**config.mk**
```make
export PLATFORM = sky130hd
export DESIGN_NAME = mips_divider_flat
export DESIGN_NICKNAME = d
export VERILOG_FILES = /design/src/rtl/mips_div_pkg.sv /design/src/rtl/mips_divider_if.sv /design/src/rtl/mips_div_step.sv /design/src/rtl/mips_divider.sv /design/src/flat_wrapper.sv
export SDC_FILE = /design/constraint.sdc
export NUM_CORES = 1
export LEC_CHECK = 0
export CAP_MARGIN = 15
export CELL_PAD_IN_SITES_DETAIL_PLACEMENT = 0
export CELL_PAD_IN_SITES_GLOBAL_PLACEMENT = 2
export CORE_MARGIN = 4
export CORE_UTILIZATION = 37
export DETAILED_ROUTE_END_ITERATION = 16
export PLACE_DENSITY = 0.95
export SYNTH_ARGS = -nofsm -noshare
export SYNTH_HDL_FRONTEND = slang
export SYNTH_SLANG_ARGS = --single-unit
```
**constraint.sdc**
```tcl
create_clock -name clk -period 15 [get_ports clk]
set_clock_uncertainty 0.05 [all_clocks]
set_input_delay 3.75 -clock clk [delete_from_list [all_inputs] [get_ports clk]]
set_output_delay 3.75 -clock clk [all_outputs]
set_load 0.005 [all_outputs]
```
**src/rtl/mips_div_pkg.sv**
```systemverilog
// Shared types and constants for the multi-cycle MIPS DIV/DIVU unit.
package mips_div_pkg;

  localparam int DIV_WIDTH = 32;
  localparam int DIV_CNT_W = $clog2(DIV_WIDTH) + 1;

  localparam logic [DIV_WIDTH-1:0] DIV_BY_ZERO_Q = '1;

  typedef enum logic [1:0] {
    DIV_IDLE = 2'd0,
    DIV_RUN  = 2'd1,
    DIV_FIX  = 2'd2
  } div_state_t;

endpackage

```
**src/rtl/mips_divider_if.sv**
```systemverilog
// Request/result bundle between EX-stage control (master) and the divider (slave).
interface mips_divider_if
  import mips_div_pkg::*;
#(
  parameter int WIDTH = DIV_WIDTH
);

  logic             start;
  logic             signed_op;
  logic             cancel;
  logic [WIDTH-1:0] dividend;
  logic [WIDTH-1:0] divisor;
  logic             busy;
  logic             done;
  logic [WIDTH-1:0] quotient;
  logic [WIDTH-1:0] remainder;
  logic             div_by_zero;

  modport master (
    output start, signed_op, cancel, dividend, divisor,
    input  busy, done, quotient, remainder, div_by_zero
  );

  modport slave (
    input  start, signed_op, cancel, dividend, divisor,
    output busy, done, quotient, remainder, div_by_zero
  );

endinterface

```
**src/rtl/mips_div_step.sv**
```systemverilog
// One restoring-division step: shift in the next dividend bit, trial-subtract the divisor.
module mips_div_step
  import mips_div_pkg::*;
#(
  parameter int WIDTH = DIV_WIDTH
) (
  input  logic [WIDTH-1:0] prem,
  input  logic             dbit,
  input  logic [WIDTH-1:0] divisor,
  output logic [WIDTH-1:0] prem_next,
  output logic             qbit
);

  logic [WIDTH:0] shifted;
  logic [WIDTH:0] diff;
  logic           borrow;
  logic           unused_diff_msb;

  always_comb begin
    // NOTE: every variable is assigned on every pass, so no latch is inferred.
    shifted   = {prem, dbit};
    {borrow, diff} = {1'b0, shifted} - {2'b00, divisor};
    qbit      = ~borrow;
    // Whichever value survives is below the divisor, so it fits in WIDTH bits.
    prem_next = borrow ? shifted[WIDTH-1:0] : diff[WIDTH-1:0];
  end

  assign unused_diff_msb = diff[WIDTH];

endmodule

```
**src/rtl/mips_divider.sv**
```systemverilog
// Multi-cycle restoring divider for DIV/DIVU: fixed 33-cycle latency, result on a done pulse.
module mips_divider
  import mips_div_pkg::*;
#(
  parameter int WIDTH = DIV_WIDTH
) (
  input logic            clk,
  input logic            rst,
  mips_divider_if.slave  bus
);

  localparam logic [DIV_CNT_W-1:0] LAST_STEP = DIV_CNT_W'(WIDTH - 1);

  div_state_t           state;
  logic [DIV_CNT_W-1:0] cnt;
  logic [WIDTH-1:0]     prem;
  logic [WIDTH-1:0]     dq;      // dividend bits shift out the top, quotient bits shift in
  logic [WIDTH-1:0]     dvs;
  logic                 neg_q;
  logic                 neg_r;

  logic                 busy_q;
  logic                 done_q;
  logic [WIDTH-1:0]     quot_q;
  logic [WIDTH-1:0]     rem_q;
  logic                 dbz_q;

  logic                 a_neg;
  logic                 b_neg;
  logic [WIDTH-1:0]     a_mag;
  logic [WIDTH-1:0]     b_mag;
  logic [WIDTH-1:0]     prem_next;
  logic                 qbit;
  logic [WIDTH-1:0]     q_fix;
  logic [WIDTH-1:0]     r_fix;

  assign a_neg = bus.signed_op & bus.dividend[WIDTH-1];
  assign b_neg = bus.signed_op & bus.divisor[WIDTH-1];
  assign a_mag = a_neg ? -bus.dividend : bus.dividend;
  assign b_mag = b_neg ? -bus.divisor  : bus.divisor;

  // Negating |dividend| restores the original bits, which is also the divide-by-zero remainder.
  assign q_fix = neg_q ? -dq   : dq;
  assign r_fix = neg_r ? -prem : prem;

  mips_div_step #(.WIDTH(WIDTH)) u_step (
    .prem      (prem),
    .dbit      (dq[WIDTH-1]),
    .divisor   (dvs),
    .prem_next (prem_next),
    .qbit      (qbit)
  );

  // NOTE: asynchronous reset, and all sequential state is written with non-blocking assignments.
  always_ff @(posedge clk or posedge rst) begin
    if (rst) begin
      state  <= DIV_IDLE;
      cnt    <= '0;
      prem   <= '0;
      dq     <= '0;
      dvs    <= '0;
      neg_q  <= 1'b0;
      neg_r  <= 1'b0;
      busy_q <= 1'b0;
      done_q <= 1'b0;
      quot_q <= '0;
      rem_q  <= '0;
      dbz_q  <= 1'b0;
    end else begin
      done_q <= 1'b0;
      case (state)
        DIV_IDLE: begin
          if (bus.start && !bus.cancel) begin
            state  <= DIV_RUN;
            busy_q <= 1'b1;
            cnt    <= '0;
            prem   <= '0;
            dq     <= a_mag;
            dvs    <= b_mag;
            neg_q  <= a_neg ^ b_neg;
            neg_r  <= a_neg;
          end
        end
        DIV_RUN: begin
          if (bus.cancel) begin
            state  <= DIV_IDLE;
            busy_q <= 1'b0;
          end else begin
            prem <= prem_next;
            dq   <= {dq[WIDTH-2:0], qbit};
            cnt  <= cnt + 1'b1;
            if (cnt == LAST_STEP) state <= DIV_FIX;
          end
        end
        DIV_FIX: begin
          state  <= DIV_IDLE;
          busy_q <= 1'b0;
          if (!bus.cancel) begin
            done_q <= 1'b1;
            rem_q  <= r_fix;
            if (dvs == '0) begin
              quot_q <= DIV_BY_ZERO_Q;
              dbz_q  <= 1'b1;
            end else begin
              quot_q <= q_fix;
              dbz_q  <= 1'b0;
            end
          end
        end
        default: begin
          state  <= DIV_IDLE;
          busy_q <= 1'b0;
        end
      endcase
    end
  end

  assign bus.busy        = busy_q;
  assign bus.done        = done_q;
  assign bus.quotient    = quot_q;
  assign bus.remainder   = rem_q;
  assign bus.div_by_zero = dbz_q;

endmodule
```
**src/flat_wrapper.sv**
```systemverilog
// flat-port wrapper written by rule: the top's interface ports become plain ports
module mips_divider_flat import mips_div_pkg::*;
#(
  parameter int WIDTH = DIV_WIDTH
)
  (clk, rst, bus_start, bus_signed_op, bus_cancel, bus_dividend, bus_divisor, bus_busy, bus_done, bus_quotient, bus_remainder, bus_div_by_zero);
  mips_divider_if #(.WIDTH(WIDTH)) bus_i ();
  input logic clk;
  input logic rst;
  input wire logic [$bits(bus_i.start)-1:0] bus_start;
  input wire logic [$bits(bus_i.signed_op)-1:0] bus_signed_op;
  input wire logic [$bits(bus_i.cancel)-1:0] bus_cancel;
  input wire logic [$bits(bus_i.dividend)-1:0] bus_dividend;
  input wire logic [$bits(bus_i.divisor)-1:0] bus_divisor;
  output wire logic [$bits(bus_i.busy)-1:0] bus_busy;
  output wire logic [$bits(bus_i.done)-1:0] bus_done;
  output wire logic [$bits(bus_i.quotient)-1:0] bus_quotient;
  output wire logic [$bits(bus_i.remainder)-1:0] bus_remainder;
  output wire logic [$bits(bus_i.div_by_zero)-1:0] bus_div_by_zero;
  assign bus_i.start = bus_start;
  assign bus_i.signed_op = bus_signed_op;
  assign bus_i.cancel = bus_cancel;
  assign bus_i.dividend = bus_dividend;
  assign bus_i.divisor = bus_divisor;
  assign bus_busy = bus_i.busy;
  assign bus_done = bus_i.done;
  assign bus_quotient = bus_i.quotient;
  assign bus_remainder = bus_i.remainder;
  assign bus_div_by_zero = bus_i.div_by_zero;
  mips_divider #(.WIDTH(WIDTH)) u_core (.clk(clk), .rst(rst), .bus(bus_i));
endmodule
```
==> qor.yml <==
critPathArrivalTime_ns: 6.68
clk_latency_ns: 0.44
cts_repair_resize_count: 0
path_common_cell: "sky130_fd_sc_hd__nor2_1"
outcome: "complete, no violations"
synth.most_common_cell: "sky130_fd_sc_hd__nand2_1"
antenna_found_initial: 0
final_cells: 1856
rr_startpoint: "u_core.prem[11]"
placed_cells_incl_taps: 1824
fillCellCount: 2943
post_cts_hold_buffer_count: 0
hold_start: "u_core.bus.remainder[29]"
power_report.internal_total_mw: 1.28
worst-slew-pin-transition_ns: 1.12
yosys_most_used_dff: "sky130_fd_sc_hd__dfrtp_1"
layout_min_cycle_time_ns: 6.44
routed_wire_length_per_instance_um: 16.6
power.density_nw_per_um2: 169
timing.critical_path.slowest_stage_cell: "sky130_fd_sc_hd__clkinv_1"
distinct_cell_type_count_after_synthesis: 73
min_period_over_period: 0.429
antenna_cells: 0
first_global_vias: 9334
netlist_area_sq_um: 11300
cts_made_buffers: 17
swShare: 0.443
yosysWarnings: 0
finalWirelength_um: 30900
clock_path_buffers: 2
tot_gr_track_use: 0.185
drtIter0Drc: 660
design.die.area_sq_um: 33400
cp_data_required_time_ns: 15.25
layout_cells_sized_above_1: 0.0491
min-delay-path-class: "reg2reg"
grt_max_degree: 103
path_max_fanout: 66
post-route-util: 0.455
core_footprint_sq_um: 29900
fp.dieH_um: 183
dr_vias: 9940
route.detailed.vias_per_inst: 5.36
die_x_um: 183
setup_total_negative_slack_ns: 0
setup.worst_path.start: "bus_cancel"
slew-limit-headroom: 0.252
drv_slew: 0
detailed_place_hpwl_um: 23200
timing.critical_path.slowest_cell_delay_ns: 1.04
crit_path_launch_type: "input pin"
unrepaired_setup_endpoints_after_global_routing: "false"
critical_path_class: "in2reg"
drtAntennaViolNets: 0
cts_root_buf: "sky130_fd_sc_hd__clkbuf_16"
net-switching-power_mw: 1.02
synth_async_sr_flop_share: 1.00
power_frac_seq: 0.302
total_clock_sinks: 173
drc_errors: 0
comb_power_share: 0.503
buf_inv_on_cp: 2
post_synth.cell_area_avg_sq_um: 8.36
synth_enable_flop_cells: 0
globalplace.congestion: 0.886
path_clk_slew_ns: 0.07
sequential_cell_area_sq_um: 4330
synth-seq-cells: 173
final_setup_viols: 0
layout.nets: 1560
floorplan.initialDensity: 0.379
maxCapViolations: 0
postSynthNetCount: 1461
synthTopCellsByArea: "sky130_fd_sc_hd__dfrtp_1 (38%), sky130_fd_sc_hd__o21ai_0 (7.6%), sky130_fd_sc_hd__nand2_1 (6.1%), sky130_fd_sc_hd__xor2_1 (6.0%), sky130_fd_sc_hd__a21oi_1 (5.1%)"
synth_cells: 1354
area_growth_pct: 20.1
post_synth_most_frequent_cells: "sky130_fd_sc_hd__nand2_1 (185), sky130_fd_sc_hd__dfrtp_1 (173), sky130_fd_sc_hd__o21ai_0 (172), sky130_fd_sc_hd__a21oi_1 (115), sky130_fd_sc_hd__nor2_1 (109)"
total_iterations_of_the_first_detailed_routing_run: 5
tritoncts: "built"
whs_ns: 0.431
setup.worst_path.end_class: "register"
h-tree-depth: 4
yosysTopAreaCellShare: 0.383
yosysTopAreaCell: "sky130_fd_sc_hd__dfrtp_1"
num_io_pins: 136
numPortBuffers: 135
synth_seq_area_share: 0.383
multiInputGateArea_sq_um: 6540
design_power_total_mw: 2.29
irDropWorstVdd_mv: 0.104
grt_first_pass_wirelength_um: 50700
grt-ovfl-total: 0
path_delay_family: "buffers and inverters"
placementRows: 63
power.clock.fraction: 0.195
max_clock_freq_mhz: 155
cellLeakagePower_nw: 5.97
cells_along_the_critical_path: "clkdlybuf4s50_1 -> nor2_1 -> nand2_2 -> clkinv_1 -> nor2_1 -> a21oi_1"
post-cts-setup-buffers: 0
finalHoldViolCount: 0
path summary, 6_finish.rpt:
kind,endpoint,slack (ns),depth (start not counted)
max in group asynchronous,u_core.dvs[16],9.58,3
worst max-delay path,u_core.bus.quotient[27],8.56,6
min in group asynchronous,u_core.bus.quotient[1],3.86,2
worst min-delay path,u_core.bus.remainder[29],0.43,2
worst min register to register,u_core.bus.remainder[29],0.43,2
worst max register to register,u_core.prem[1],11.30,10
registers in the layout, summed over array words and instances (netlist names):
| signal | cells |
|---|---|
| u_core.cnt | 6 |
| u_core.dvs | 32 |
| u_core.dq | 32 |
| u_core.state | 2 |
| u_core.bus.div_by_zero | 1 |
| u_core.bus.busy | 1 |
| u_core.bus.remainder | 32 |
| u_core.prem | 32 |
| u_core.bus.done | 1 |
| u_core.neg_q | 1 |
| u_core.neg_r | 1 |
| u_core.bus.quotient | 32 |
cell usage in the layout, fill, tap and decap left out, types with 5 or more instances in the layout:
cell type	netlist	layout
sky130_fd_sc_hd__nand4_1	15	15
sky130_fd_sc_hd__nand3_1	18	18
sky130_fd_sc_hd__xnor2_1	56	56
sky130_fd_sc_hd__a21o_1	13	13
sky130_fd_sc_hd__clkbuf_16	0	17
sky130_fd_sc_hd__and3_1	9	9
sky130_fd_sc_hd__ha_1	37	37
sky130_fd_sc_hd__nand2_1	185	184
sky130_fd_sc_hd__xor2_1	78	78
sky130_fd_sc_hd__buf_4	1	8
sky130_fd_sc_hd__clkdlybuf4s50_1	0	135
sky130_fd_sc_hd__o21a_1	7	7
sky130_fd_sc_hd__nor4_1	21	21
sky130_fd_sc_hd__inv_1	52	51
sky130_fd_sc_hd__a21boi_0	5	5
sky130_fd_sc_hd__o31ai_1	19	19
sky130_fd_sc_hd__o211ai_1	5	5
sky130_fd_sc_hd__a32oi_1	7	7
sky130_fd_sc_hd__o41ai_1	14	14
sky130_fd_sc_hd__or4_1	11	11
sky130_fd_sc_hd__o21ai_1	6	6
sky130_fd_sc_hd__nor3_1	24	24
sky130_fd_sc_hd__nor2_1	109	107
sky130_fd_sc_hd__and2_1	7	7
sky130_fd_sc_hd__inv_8	0	5
sky130_fd_sc_hd__mux2i_1	24	24
sky130_fd_sc_hd__nand2b_1	11	11
sky130_fd_sc_hd__a21oi_1	115	115
sky130_fd_sc_hd__o21ai_0	172	172
sky130_fd_sc_hd__or3_1	16	16
sky130_fd_sc_hd__a211oi_1	7	7
sky130_fd_sc_hd__dfrtp_1	173	173
sky130_fd_sc_hd__a31oi_1	6	6
metal layers:
| metal | part of all wire | routed length (um) | track usage | up-vias |
|---|---|---|---|---|
| met5 | 0 | 0 | 0 | - |
| met2 | 0.40 | 12300 | 0.258 | 247 |
| li1 | - | - | - | 5011 |
| met4 | 0.011 | 329 | 0.0381 | 0 |
| met1 | 0.53 | 16500 | 0.297 | 4662 |
| met3 | 0.057 | 1760 | 0.0339 | 20 |
final cells by class:
type                    count  share of cell area
multi-input cells        1064               0.482
flip-flops and latches    173               0.319
repair buffers            144               0.105
well taps                 390              0.0359
clock buffers              17              0.0313
inverters                  53              0.0150
clock inverters            15              0.0126
per-stage QoR:
stage | setup WS (ns) | area [sq um]
after floorplan | 6.51 | 11300
after global placement | 8.08 | 13000
after detailed placement | 8.12 | 13000
after CTS | 8.58 | 13600
after global routing | 8.11 | 13600
final | 8.56 | 13600
worst reg2reg max path, delay by kind of cell (launching register included):
| family | cells | cell delay [ns] |
|---|---|---|
| DFF | 1 | 0.48 |
| buffers and inverters | 1 | 0.55 |
| adders and majority gates | 1 | 0.40 |
| muxes | 1 | 0.42 |
| AOI/OAI and AO/OA | 5 | 1.27 |
| and+or+nand+nor | 2 | 0.44 |
power groups by stage:
stage,clock (mW),sequential (mW),combinational [mW]
floorplan,0,0.634,0.942
global placement,0,0.691,1.13
detailed placement,0,0.696,1.14
CTS,0.458,0.686,1.15
global route,0.476,0.706,1.30
finish,0.447,0.691,1.15
kinds of logic after synthesis:
family | synth area share
flops | 0.383
simple gates | 0.194
xor+xnor | 0.104
compound gates | 0.212
mux | 0.0232
fa+ha+maj | 0.0427
buf+inv | 0.0415
No activity file was read; power rests on OpenSTA's default activity.
